==> src/rtl/common_pkg.sv <==
// Shared bus and scalar types used across the pipeline and memory interfaces.
package common_pkg;

    typedef logic [63:0] addr_t;
    typedef logic [31:0] u32;

    typedef struct packed {
        logic  valid;
        addr_t addr;
    } ibus_req_t;

    typedef struct packed {
        logic data_ok;
        u32   data;
    } ibus_resp_t;

endpackage

==> src/rtl/pipes_pkg.sv <==
// Inter-stage payload types and pipeline-wide defaults.
package pipes_pkg;

    import common_pkg::*;

    localparam addr_t PC_RESET_DEFAULT = 64'h8000_0000;

    typedef struct packed {
        u32 raw_instr;
    } instr_t;

    typedef struct packed {
        logic   valid;
        instr_t instr;
        addr_t  pc;
    } fetch_data_t;

endpackage

==> src/rtl/fetch_stage.sv <==
// Instruction fetch: one outstanding bus request, redirect handling, result held for decode.
//
//   state   | meaning
//   --------+--------------------------------------------------------------
//   S_FETCH | request at req_addr outstanding, response will be kept
//   S_DROP  | request at req_addr outstanding but stale, response discarded
//   S_HOLD  | instruction presented on dataF until decode accepts it
module fetch_stage
    import common_pkg::*;
    import pipes_pkg::*;
#(
    parameter addr_t PC_RESET = PC_RESET_DEFAULT
) (
    input  logic        clk,
    input  logic        reset,
    output ibus_req_t   ireq,
    input  ibus_resp_t  iresp,
    input  logic        stall,
    input  logic        redirect_valid,
    input  addr_t       redirect_pc,
    output fetch_data_t dataF
);

    typedef enum logic [1:0] {
        S_FETCH = 2'd0,
        S_DROP  = 2'd1,
        S_HOLD  = 2'd2
    } state_t;

    state_t state, state_n;
    addr_t  pc, pc_n;
    addr_t  req_addr, req_addr_n;
    u32     out_instr, out_instr_n;
    addr_t  out_pc, out_pc_n;
    addr_t  seq_pc;

    assign seq_pc = out_pc + 64'd4;

    always_ff @(posedge clk) begin
        if (reset) begin
            state     <= S_FETCH;
            pc        <= PC_RESET;
            req_addr  <= PC_RESET;
            out_instr <= '0;
            out_pc    <= '0;
        end else begin
            state     <= state_n;
            pc        <= pc_n;
            req_addr  <= req_addr_n;
            out_instr <= out_instr_n;
            out_pc    <= out_pc_n;
        end
    end

    always_comb begin
        state_n     = state;
        pc_n        = pc;
        req_addr_n  = req_addr;
        out_instr_n = out_instr;
        out_pc_n    = out_pc;
        unique case (state)
            S_FETCH: begin
                if (redirect_valid) begin
                    pc_n = redirect_pc;
                    if (iresp.data_ok) begin
                        // Bus is free again: issue the redirect target right away.
                        req_addr_n = redirect_pc;
                    end else begin
                        state_n = S_DROP;
                    end
                end else if (iresp.data_ok) begin
                    out_instr_n = iresp.data;
                    out_pc_n    = req_addr;
                    state_n     = S_HOLD;
                end
            end
            S_DROP: begin
                if (redirect_valid) begin
                    pc_n = redirect_pc;
                end
                if (iresp.data_ok) begin
                    req_addr_n = redirect_valid ? redirect_pc : pc;
                    state_n    = S_FETCH;
                end
            end
            S_HOLD: begin
                if (redirect_valid) begin
                    pc_n       = redirect_pc;
                    req_addr_n = redirect_pc;
                    state_n    = S_FETCH;
                end else if (!stall) begin
                    pc_n       = seq_pc;
                    req_addr_n = seq_pc;
                    state_n    = S_FETCH;
                end
            end
            default: state_n = S_FETCH;
        endcase
    end

    // Reset gates the bus request combinationally so an in-flight fetch is abandoned at once.
    always_comb begin
        ireq.valid            = !reset && (state != S_HOLD);
        ireq.addr             = req_addr;
        dataF.valid           = !reset && (state == S_HOLD);
        dataF.instr.raw_instr = out_instr;
        dataF.pc              = out_pc;
    end

endmodule

==> config.mk <==
export PLATFORM = sky130hd
export DESIGN_NAME = fetch_stage
export DESIGN_NICKNAME = d
export VERILOG_FILES = /design/src/rtl/common_pkg.sv /design/src/rtl/pipes_pkg.sv /design/src/rtl/fetch_stage.sv
export SDC_FILE = /design/constraint.sdc
export NUM_CORES = 1
export LEC_CHECK = 0
export CORE_MARGIN = 4
export CORE_UTILIZATION = 45
export CTS_BUF_LIST = sky130_fd_sc_hd__clkbuf_4
export DETAILED_ROUTE_END_ITERATION = 7
export GPL_ROUTABILITY_DRIVEN = 0
export MAX_ROUTING_LAYER = met4
export PLACE_DENSITY = 0.72
export REMOVE_ABC_BUFFERS = 1
export SYNTH_ARGS = -nofsm -noshare
export SYNTH_HDL_FRONTEND = slang
export SYNTH_SLANG_ARGS = --single-unit
==> constraint.sdc <==
create_clock -name clk -period 3 [get_ports clk]
set_clock_uncertainty 0.05 [all_clocks]
set_input_delay 0.6 -clock clk [delete_from_list [all_inputs] [get_ports clk]]
set_output_delay 0.6 -clock clk [all_outputs]
set_load 0.01 [all_outputs]
==> metrics.txt, run 1 <==
Synth cell types 68; most instantiated cells after synthesis 286 x nand2_1, 226 x dfxtp_1, 185 x a21oi_1, 124 x clkbuf_1, 113 x nor2_1; VDD IR-drop max 0.361 mV; critical path startpoint category flop; Syn Area/Cell 7.53 sq um; Yosys top cell area share 0.373; Setup crit end kind output port; most common cell in the synthesized netlist nand2_1; pwr dens 548 nW/um^2; worst hold endpoint out_pc[4]$_SDFFE_PP0P_; Reg clk slew, reported paths 0.06 ns; CTS Root Cell clkbuf_4; Total Nets Final 1992; Post-route DRC 0; cts bufs inserted 67; Max-cap violations 0; layout cells sized above 1 0.125; vias in the first global route 13.5k; largest net degree at the start of global routing 101; Routed Antenna Nets 0; # port buffers 262; routed len/inst 21.2 um; drt first pass iters 6; CP required 2.35 ns; critical setup path kind flop to output port; first-pass GRT wire length 74500 um; die area 29600 sq um; worst hold path depth 2; post-route minimum period 2.88 ns; initial antenna violation count 2; Most used DFF post-synth dfxtp_1; die height 172 um; CTS tree done; mean number of vias per cell 6.20; effective utilization at floorplan 0.461; Leak Pwr 5.86 nW; HP Class input pin to flop; Worst-Margin Slew 0.945 ns; Core ar. 26300 sq um; outcome completed; Clock Tree Buf Depth 3; Rel. slew slack 0.368; hpwl dp 32700 um; WL final 48200 um; area delta synth->final 35.0%; H-tree depth 3; RR Endpoint req_addr[34]$_SDFFE_PP0P_; grt total ovfl 0; RSZ-0062 raised after global routing no; Yosys Warn Count 0; Final Hold Viols 0; Seq cells post-synth 226; post-synthesis sequential area ratio 0.373; Post-Synthesis Cells 1609; Max FO, Critical Path 13; worst r2r src out_pc[3]$_SDFFE_PP0P_; Synth Cell Area 12100 sq um; die width 172 um; Num Clock Sinks 226; final core occ 0.622; First DRT Iteration DRCs 1789; all-layer global routing usage 0.325; hold buffers post-CTS 0; hold path start reset; Site Rows 59; overall power 8.96 mW; FMAX 347 MHz; Slew Viols, Final 0; final period utilization 0.959; Top-Level Pins 263; Worst R2R Path Depth 7; largest area contributor in the netlist dfxtp_1; critical path arrival 2.23 ns; synth top area cells dfxtp_1 37%, nand2_1 8.9%, a21oi_1 7.6%; Setup Viol. Count Final 0; number of synthesized flops with an enable pin 0; Worst R2R Setup Slack 0.14 ns; via count 14.1k; worst-skew pair later-pin latency 0.68 ns; Async S/R FF share, synth 0
-- worst max-delay path by stage --
stage / start / to / slack [ns] / depth (start not counted)
floorplan: state[0]$_SDFFE_PP0P_ / out_instr[0]$_SDFFE_PP0P_ / -2.98 / 6
global route: out_pc[3]$_SDFFE_PP0P_ / req_addr[26]$_SDFFE_PP0P_ / 0.02 / 7
finish: state[0]$_SDFFE_PP0P_ / ireq[64] / 0.12 / 5
detailed placement: stall / pc[49]$_SDFFE_PP0P_ / 0.17 / 6
CTS: state[0]$_SDFFE_PP0P_ / ireq[64] / 0.03 / 5
global placement: stall / pc[63]$_SDFFE_PP0P_ / 0.20 / 6
-- what timing repair did --
| item | in CTS | in global routing |
|---|---|---|
| resized for setup | 0 | 1 |
| buffers inserted | 0 | 0 |
| setup endpoints to repair | 0 | 1 |
-- sequential cells by signal (all words and copies together), names as in the netlist --
signal	flops
out_instr	32
out_pc	64
pc	64
req_addr	64
state	2
-- cells by family (layout without fill, tap and decap cells) --
kind of cell	after synthesis	in the layout	share of synthesized area
compound gates	512	512	0.265
flops	226	226	0.373
fa+ha+maj	5	5	0.00516
buf+inv	166	496	0.0521
xor+xnor	41	41	0.0296
simple gates	612	612	0.234
mux	47	47	0.0413
other cells	0	3	0
-- area by class of cell --
type                            instances  area, sq um
Multi-Input combinational cell       1217         7020
Clock buffer                          103          773
Tap cell                              335          419
Inverter                               25         93.8
Sequential cell                       226         4520
Timing Repair Buffer                  349         3410
Antenna cell                            3         7.51
Fill cell                            2368         9930
Clock inverter                         19          103
-- where the power goes --
group          internal [mW]  switching [mW]
clock network           1.65            1.40
logic                   1.04            1.33
registers               3.28           0.249
-- critical path, cell delays in order, from the launching register on --
cell             delay [ns]
dfxtp_1                0.37
inv_1                  0.12
ha_4                   0.24
buf_4                  0.20
nor2_1                 0.10
clkdlybuf4s50_1        0.55
-- metrics by stage --
step           hold slack [ns]  setup WS, ns  area, sq um  setup TNS [ns]  instances
6_report                 0.232         0.122        16400               0       2277
5_1_grt                  0.233        0.0229        16400               0       2276
4_1_cts                  0.196        0.0321        16300               0       2274
3_5_place_dp             0.396         0.167        15500               0       2152
3_3_place_gp             0.389         0.205        15500               0       2152
2_1_floorplan            0.375         -2.98        11600         -472.54       1468
-- layer usage --
layer | up-vias | GRT usage | part of all wire
li1 | 6440 | - | -
met1 | 6556 | 0.435 | 0.41
met2 | 954 | 0.475 | 0.44
met3 | 159 | 0.0652 | 0.11
met4 | 0 | 0.147 | 0.043
met5 | - | - | 0
-- placed cells by master, fill, tap and decap left out, types with 5 or more instances in the layout --
cell               n
nand2_1          286
clkdlybuf4s50_1  260
dfxtp_1          226
a21oi_1          184
nor2_1           113
clkbuf_4         103
o21ai_0           91
buf_4             77
nand3_1           40
and3_1            34
nor3_1            29
nand4_1           26
xnor2_1           26
o22ai_1           25
a221oi_1          25
a211oi_1          24
inv_1             23
mux2i_1           23
mux2_2            23
a22oi_1           21
nor4_1            19
o211ai_1          18
o21ai_1           18
a31oi_1           16
xor2_1            15
nand2b_1          15
clkinv_1          15
or3_1             13
and4_1            12
o22a_1            11
buf_12            11
a221o_1            8
o31a_1             6
o221ai_1           6
a21o_1             5
No activity file was read; power rests on OpenSTA's default activity.
==> inputs of run 2 (changes only) <==
--- a/config.mk
+++ b/config.mk
@@ -10,7 +10,6 @@
 export CTS_BUF_LIST = sky130_fd_sc_hd__clkbuf_4
 export DETAILED_ROUTE_END_ITERATION = 7
 export GPL_ROUTABILITY_DRIVEN = 0
-export MAX_ROUTING_LAYER = met4
 export PLACE_DENSITY = 0.72
 export REMOVE_ABC_BUFFERS = 1
 export SYNTH_ARGS = -nofsm -noshare
==> constraint.sdc (replaced) <==
create_clock -name clk -period 3 [get_ports clk]
set_clock_uncertainty 0.05 [all_clocks]
set_input_delay 0.6 -clock clk [delete_from_list [all_inputs] [get_ports clk]]
set_output_delay 0.6 -clock clk [all_outputs]
set_load 0.02 [all_outputs]
==> metrics.txt, run 2 (synthesis results as in run 1) <==
most frequent cells in the layout 286 x nand2_1, 258 x clkdlybuf4s50_1, 226 x dfxtp_1; Site Rows 59 (unchanged); crit path from out_pc[3]$_SDFFE_PP0P_; Slew Viols, Final 0 (unchanged); FMAX 344 MHz (-0.93%); worst r2r src out_pc[3]$_SDFFE_PP0P_; Post-route DRC 0 (unchanged); biggest regs out_pc (64), pc (64), req_addr (64); Routed Antenna Nets 0 (unchanged); final period utilization 0.968 (+0.00902); H-tree depth 3 (unchanged); effective utilization at floorplan 0.461 (unchanged); CP required 3.48 ns (+1.13 ns); die width 172 um (unchanged); most common cell after layout, fill and taps aside nand2_1; critical path arrival 3.39 ns (+1.16 ns); largest net degree at the start of global routing 104 (+3.0%); part of the power in registers 0.387 (-0.008); # port buffers 262 (unchanged); Comb power frac 0.272 (+0.007); HP Class input pin to flop; Final TNS setup 0 ns (unchanged); Final Hold Viols 0 (unchanged); Core ar. 26300 sq um (unchanged); VDD IR-drop max 0.302 mV (-16%); cts bufs inserted 66 (-1.5%); CTS tree done; die area 29600 sq um (unchanged); layout cells sized above 1 0.120 (-0.00508); critical path startpoint category flop; post-route minimum period 2.91 ns (+0.0271 ns); vias in the first global route 13.3k (-1.7%); hold buffers post-CTS 0 (unchanged); Worst Hold Margin 0.232 ns (+0.000657 ns); critical setup path kind flop to flop; net switching power 3.10 mW (+4.0%); Setup Buffers After CTS 0 (unchanged); Clock Tree Buf Depth 3 (unchanged); final core occ 0.618 (-0.00381); Top-Level Pins 263 (unchanged); mean number of vias per cell 6.27 (+1.2%); Leak Pwr 5.81 nW (-0.80%); pwr dens 562 nW/um^2 (+2.6%); initial antenna violation count 1 (-1); area delta synth->final 34.2%; Worst-Margin Slew 0.965 ns (+0.0206 ns); Total Nets Final 1988 (-0.20%); via count 14.1k (+0.28%); hpwl dp 32700 um (about the same); Setup crit end kind flop; drt first pass iters 6 (unchanged); DP Area 15400 sq um (-0.55%); Num Clock Sinks 226 (unchanged); Pint 6.03 mW (+0.91%); die height 172 um (unchanged); outcome completed; routed len/inst 21.5 um (+1.4%); all-layer global routing usage 0.312 (-0.0128); RSZ-0062 raised after global routing no; Reg clk slew, reported paths 0.06 ns (about the same); hold path start reset; fillcell total 2384 (+0.68%); clock network power share 0.341 (about the same); sw frac 0.339 (+0.00676); WL final 48500 um (+0.47%); grt total ovfl 0 (unchanged); First DRT Iteration DRCs 1859 (+3.9%); Setup Viol. Count Final 0 (unchanged); Max FO, Critical Path 9 (-4); CTS Root Cell clkbuf_4; Max-cap violations 0 (unchanged); worst-skew pair later-pin latency 0.68 ns (about the same); Worst R2R Setup Slack 0.09 ns (-0.05 ns); post-route cell area 16300 sq um (-0.61%); first-pass GRT wire length 73700 um (-1.1%); Rel. slew slack 0.354 (-0.0138)
-- run 2: final timing paths --
check                                   end  cells past startpoint
setup / recovery  req_addr[26]$_SDFFE_PP0P_                      7
hold / removal    out_instr[0]$_SDFFE_PP0P_                      2
setup reg to reg  req_addr[26]$_SDFFE_PP0P_                      7
hold reg to reg          pc[8]$_SDFFE_PP0P_                      2
-- run 2: routing by layer --
metal  global-route usage  wire, um
met5                    0         0
met4                0.143      2190
met3               0.0841      5960
met2                0.479     21300
met1                0.412     19000
-- run 2: timing repair --
action                                  in CTS  in global routing
resized for setup                            1                  5
hold endpoints to repair                     0                  0
endpoints found under the setup margin       1                  3
-- run 2: cell type report --
cell class,instances,area (sq um),share of cell area
Multi-Input combinational cell,1217,7040,0.433
Clock buffer,91,683,0.0420
Inverter,25,93.8,0.00577
Sequential cell,226,4520,0.278
Tap cell,335,419,0.0258
Clock inverter,16,166,0.0102
Antenna cell,1,2.50,0.000154
Timing Repair Buffer,346,3330,0.205
-- run 2: metrics by stage --
| step | cells | power (mW) | setup slack, ns |
|---|---|---|---|
| after floorplan | 1468 | 4.75 | -2.98 |
| after global placement | 2149 | 5.99 | 0.0911 |
| after detailed placement | 2149 | 6.03 | 0.0406 |
| after CTS | 2256 | 9.12 | 0.0141 |
| after global routing | 2257 | 9.51 | 0.00923 |
| final | 2257 | 9.13 | 0.0947 |
-- run 2: power groups by stage --
| stage | Clock [mW] | Combinational (mW) | Sequential, mW |
|---|---|---|---|
| finish | 3.11 | 2.48 | 3.54 |
| global route | 3.30 | 2.64 | 3.57 |
| CTS | 3.14 | 2.44 | 3.53 |
| detailed placement | 0 | 2.43 | 3.59 |
| global placement | 0 | 2.40 | 3.59 |
| floorplan | 0 | 0.975 | 3.77 |
-- run 2: critical path, stage by stage (launching register included) --
cell and delay, ns:
dfxtp_1 0.42, ha_1 0.23, nand3_1 0.25, or3_1 0.68
nor3_4 0.48, xor2_1 0.28, nand2_1 0.08, o41ai_1 0.31
==> inputs of run 3 (changes only) <==
--- a/config.mk
+++ b/config.mk
@@ -10,7 +10,7 @@
 export CTS_BUF_LIST = sky130_fd_sc_hd__clkbuf_4
 export DETAILED_ROUTE_END_ITERATION = 7
 export GPL_ROUTABILITY_DRIVEN = 0
-export PLACE_DENSITY = 0.72
+export PLACE_DENSITY_LB_ADDON = 0.1
 export REMOVE_ABC_BUFFERS = 1
 export SYNTH_ARGS = -nofsm -noshare
 export SYNTH_HDL_FRONTEND = slang
==> metrics.txt, run 3 (synthesis results as in run 1) <==
outcome finished, violations left; violated checks design-rule violations; pwr dens 560 nW/um^2 (-0.30%); CP Cell Sequence ha_1 -> nand3_1 -> or3_1 -> or4_1 -> a31oi_1 -> o21ai_1 -> a21oi_1; via count 13.9k (-1.6%); Site Rows 59 (unchanged); Worst Hold Margin 0.133 ns (-0.0994 ns); Max-cap violations 0 (unchanged); Post-route DRC 6 (+6); first-pass GRT wire length 73900 um (+0.34%); FMAX 358 MHz (+3.9%); grt total ovfl 0 (unchanged); final period utilization 0.932 (-0.0368); Max FO, Critical Path 9 (unchanged); effective utilization at floorplan 0.461 (unchanged); Clock Tree Buf Depth 3 (unchanged); Rel. slew slack 0.250 (-0.104); biggest regs out_pc (64), pc (64), req_addr (64); critical path startpoint category flop; worst-skew pair later-pin latency 0.69 ns (about the same); layout cells sized above 1 0.124 (+0.00411); Worst R2R Setup Slack 0.21 ns (+0.11 ns); hpwl dp 32700 um (-0.14%); Num Clock Sinks 226 (unchanged); die width 172 um (unchanged); die height 172 um (unchanged); Core ar. 26300 sq um (unchanged); CTS Root Cell clkbuf_4; Setup crit end kind flop; critical path arrival 3.32 ns (-0.07 ns); Largest delay share family, worst path simple AND/OR/NAND/NOR gates; Leak Pwr 5.88 nW (+1.2%); Routed Antenna Nets 0 (unchanged); cts bufs inserted 68 (+3.0%); CP required 3.52 ns (+0.04 ns); Worst-Margin Slew 1.12 ns (+0.156 ns); Slew Viols, Final 0 (unchanged); Worst path slowest cell or3_1; VDD IR-drop max 0.361 mV (+20%); vias in the first global route 13.4k (+0.71%); overall power 9.16 mW (+0.30%); largest net degree at the start of global routing 91 (-13%); WL final 48100 um (-0.73%); hold buffers post-CTS 0 (unchanged); initial antenna violation count 1 (unchanged); Final TNS setup 0 ns (unchanged); most common cell after layout, fill and taps aside nand2_1; H-tree depth 3 (unchanged); critical setup path kind flop to flop; First DRT Iteration DRCs 1574 (-15%); die area 29600 sq um (unchanged); Final Hold Viols 0 (unchanged); Setup Buffers After CTS 0 (unchanged); Buf/Inv on CP 0 (unchanged); Total Nets Final 1997 (+0.45%); slowest stage delay, CP 0.67 ns (about the same); post-route minimum period 2.79 ns (-0.110 ns); all-layer global routing usage 0.314 (+0.00156); CTS tree done; Setup Viol. Count Final 0 (unchanged); # port buffers 262 (unchanged); HP Class input pin to flop; area delta synth->final 35.0%; RSZ-0062 raised after global routing no; Reg clk slew, reported paths 0.06 ns (about the same); routed len/inst 21.2 um (-1.5%); mean number of vias per cell 6.12 (-2.3%); Top-Level Pins 263 (unchanged); drt first pass iters 8 (+2); most frequent cells in the layout 286 x nand2_1, 258 x clkdlybuf4s50_1, 226 x dfxtp_1
[run 3: cell count changes in the layout (fill, tap and decap cells not counted), moves of 3 or more]
cell | before | now
clkbuf_4 | 91 | 95
clkinv_1 | 12 | 16
buf_12 | 6 | 9
buf_4 | 79 | 82
[run 3: metrics by stage]
step | worst slack [ns] | cell area, sq um | util | std cells
6_report | 0.205 | 16300 | 0.622 | 2274
3_5_place_dp | 0.169 | 15500 | 0.588 | 2156
2_1_floorplan | -2.98 | 11600 | - | 1468
5_1_grt | 0.0341 | 16300 | 0.622 | 2274
3_3_place_gp | 0.194 | 15500 | 0.588 | 2156
4_1_cts | 0.00261 | 16300 | 0.622 | 2273
[run 3: repair_timing]
action / in CTS / in global routing
gates cloned: 0 / 0
setup endpoints to repair: 1 / 1
resized for setup: 2 / 1
pin swaps: 0 / 0
endpoints found under the hold margin: 0 / 0
[run 3: report_power, final]
part / switching [mW] / internal [mW] / total (mW)
logic: 1.46 / 1.03 / 2.49
clock network: 1.42 / 1.72 / 3.14
registers: 0.242 / 3.28 / 3.53
[run 3: cell type report]
class,count,area [sq um]
antenna,1,2.50
clock buffer,95,713
clock inverter,22,164
fill,2384,9930
inverter,25,93.8
multi-input combinational,1217,7010
sequential,226,4520
tap,335,419
timing repair buffer,353,3420
[run 3: path summary, 6_finish.rpt]
kind | depth (start not counted) | start | to
hold reg to reg | 2 | out_instr[15]$_SDFFE_PP0P_ | out_instr[15]$_SDFFE_PP0P_
setup / recovery | 7 | out_pc[3]$_SDFFE_PP0P_ | req_addr[20]$_SDFFE_PP0P_
hold / removal | 2 | reset | pc[30]$_SDFFE_PP0P_
setup reg to reg | 7 | out_pc[3]$_SDFFE_PP0P_ | req_addr[20]$_SDFFE_PP0P_
[run 3: metal layers]
layer	GRT usage	wire, um
met5	0	0
met4	0.136	1670
met3	0.0855	5350
met2	0.486	21400
met1	0.411	19700
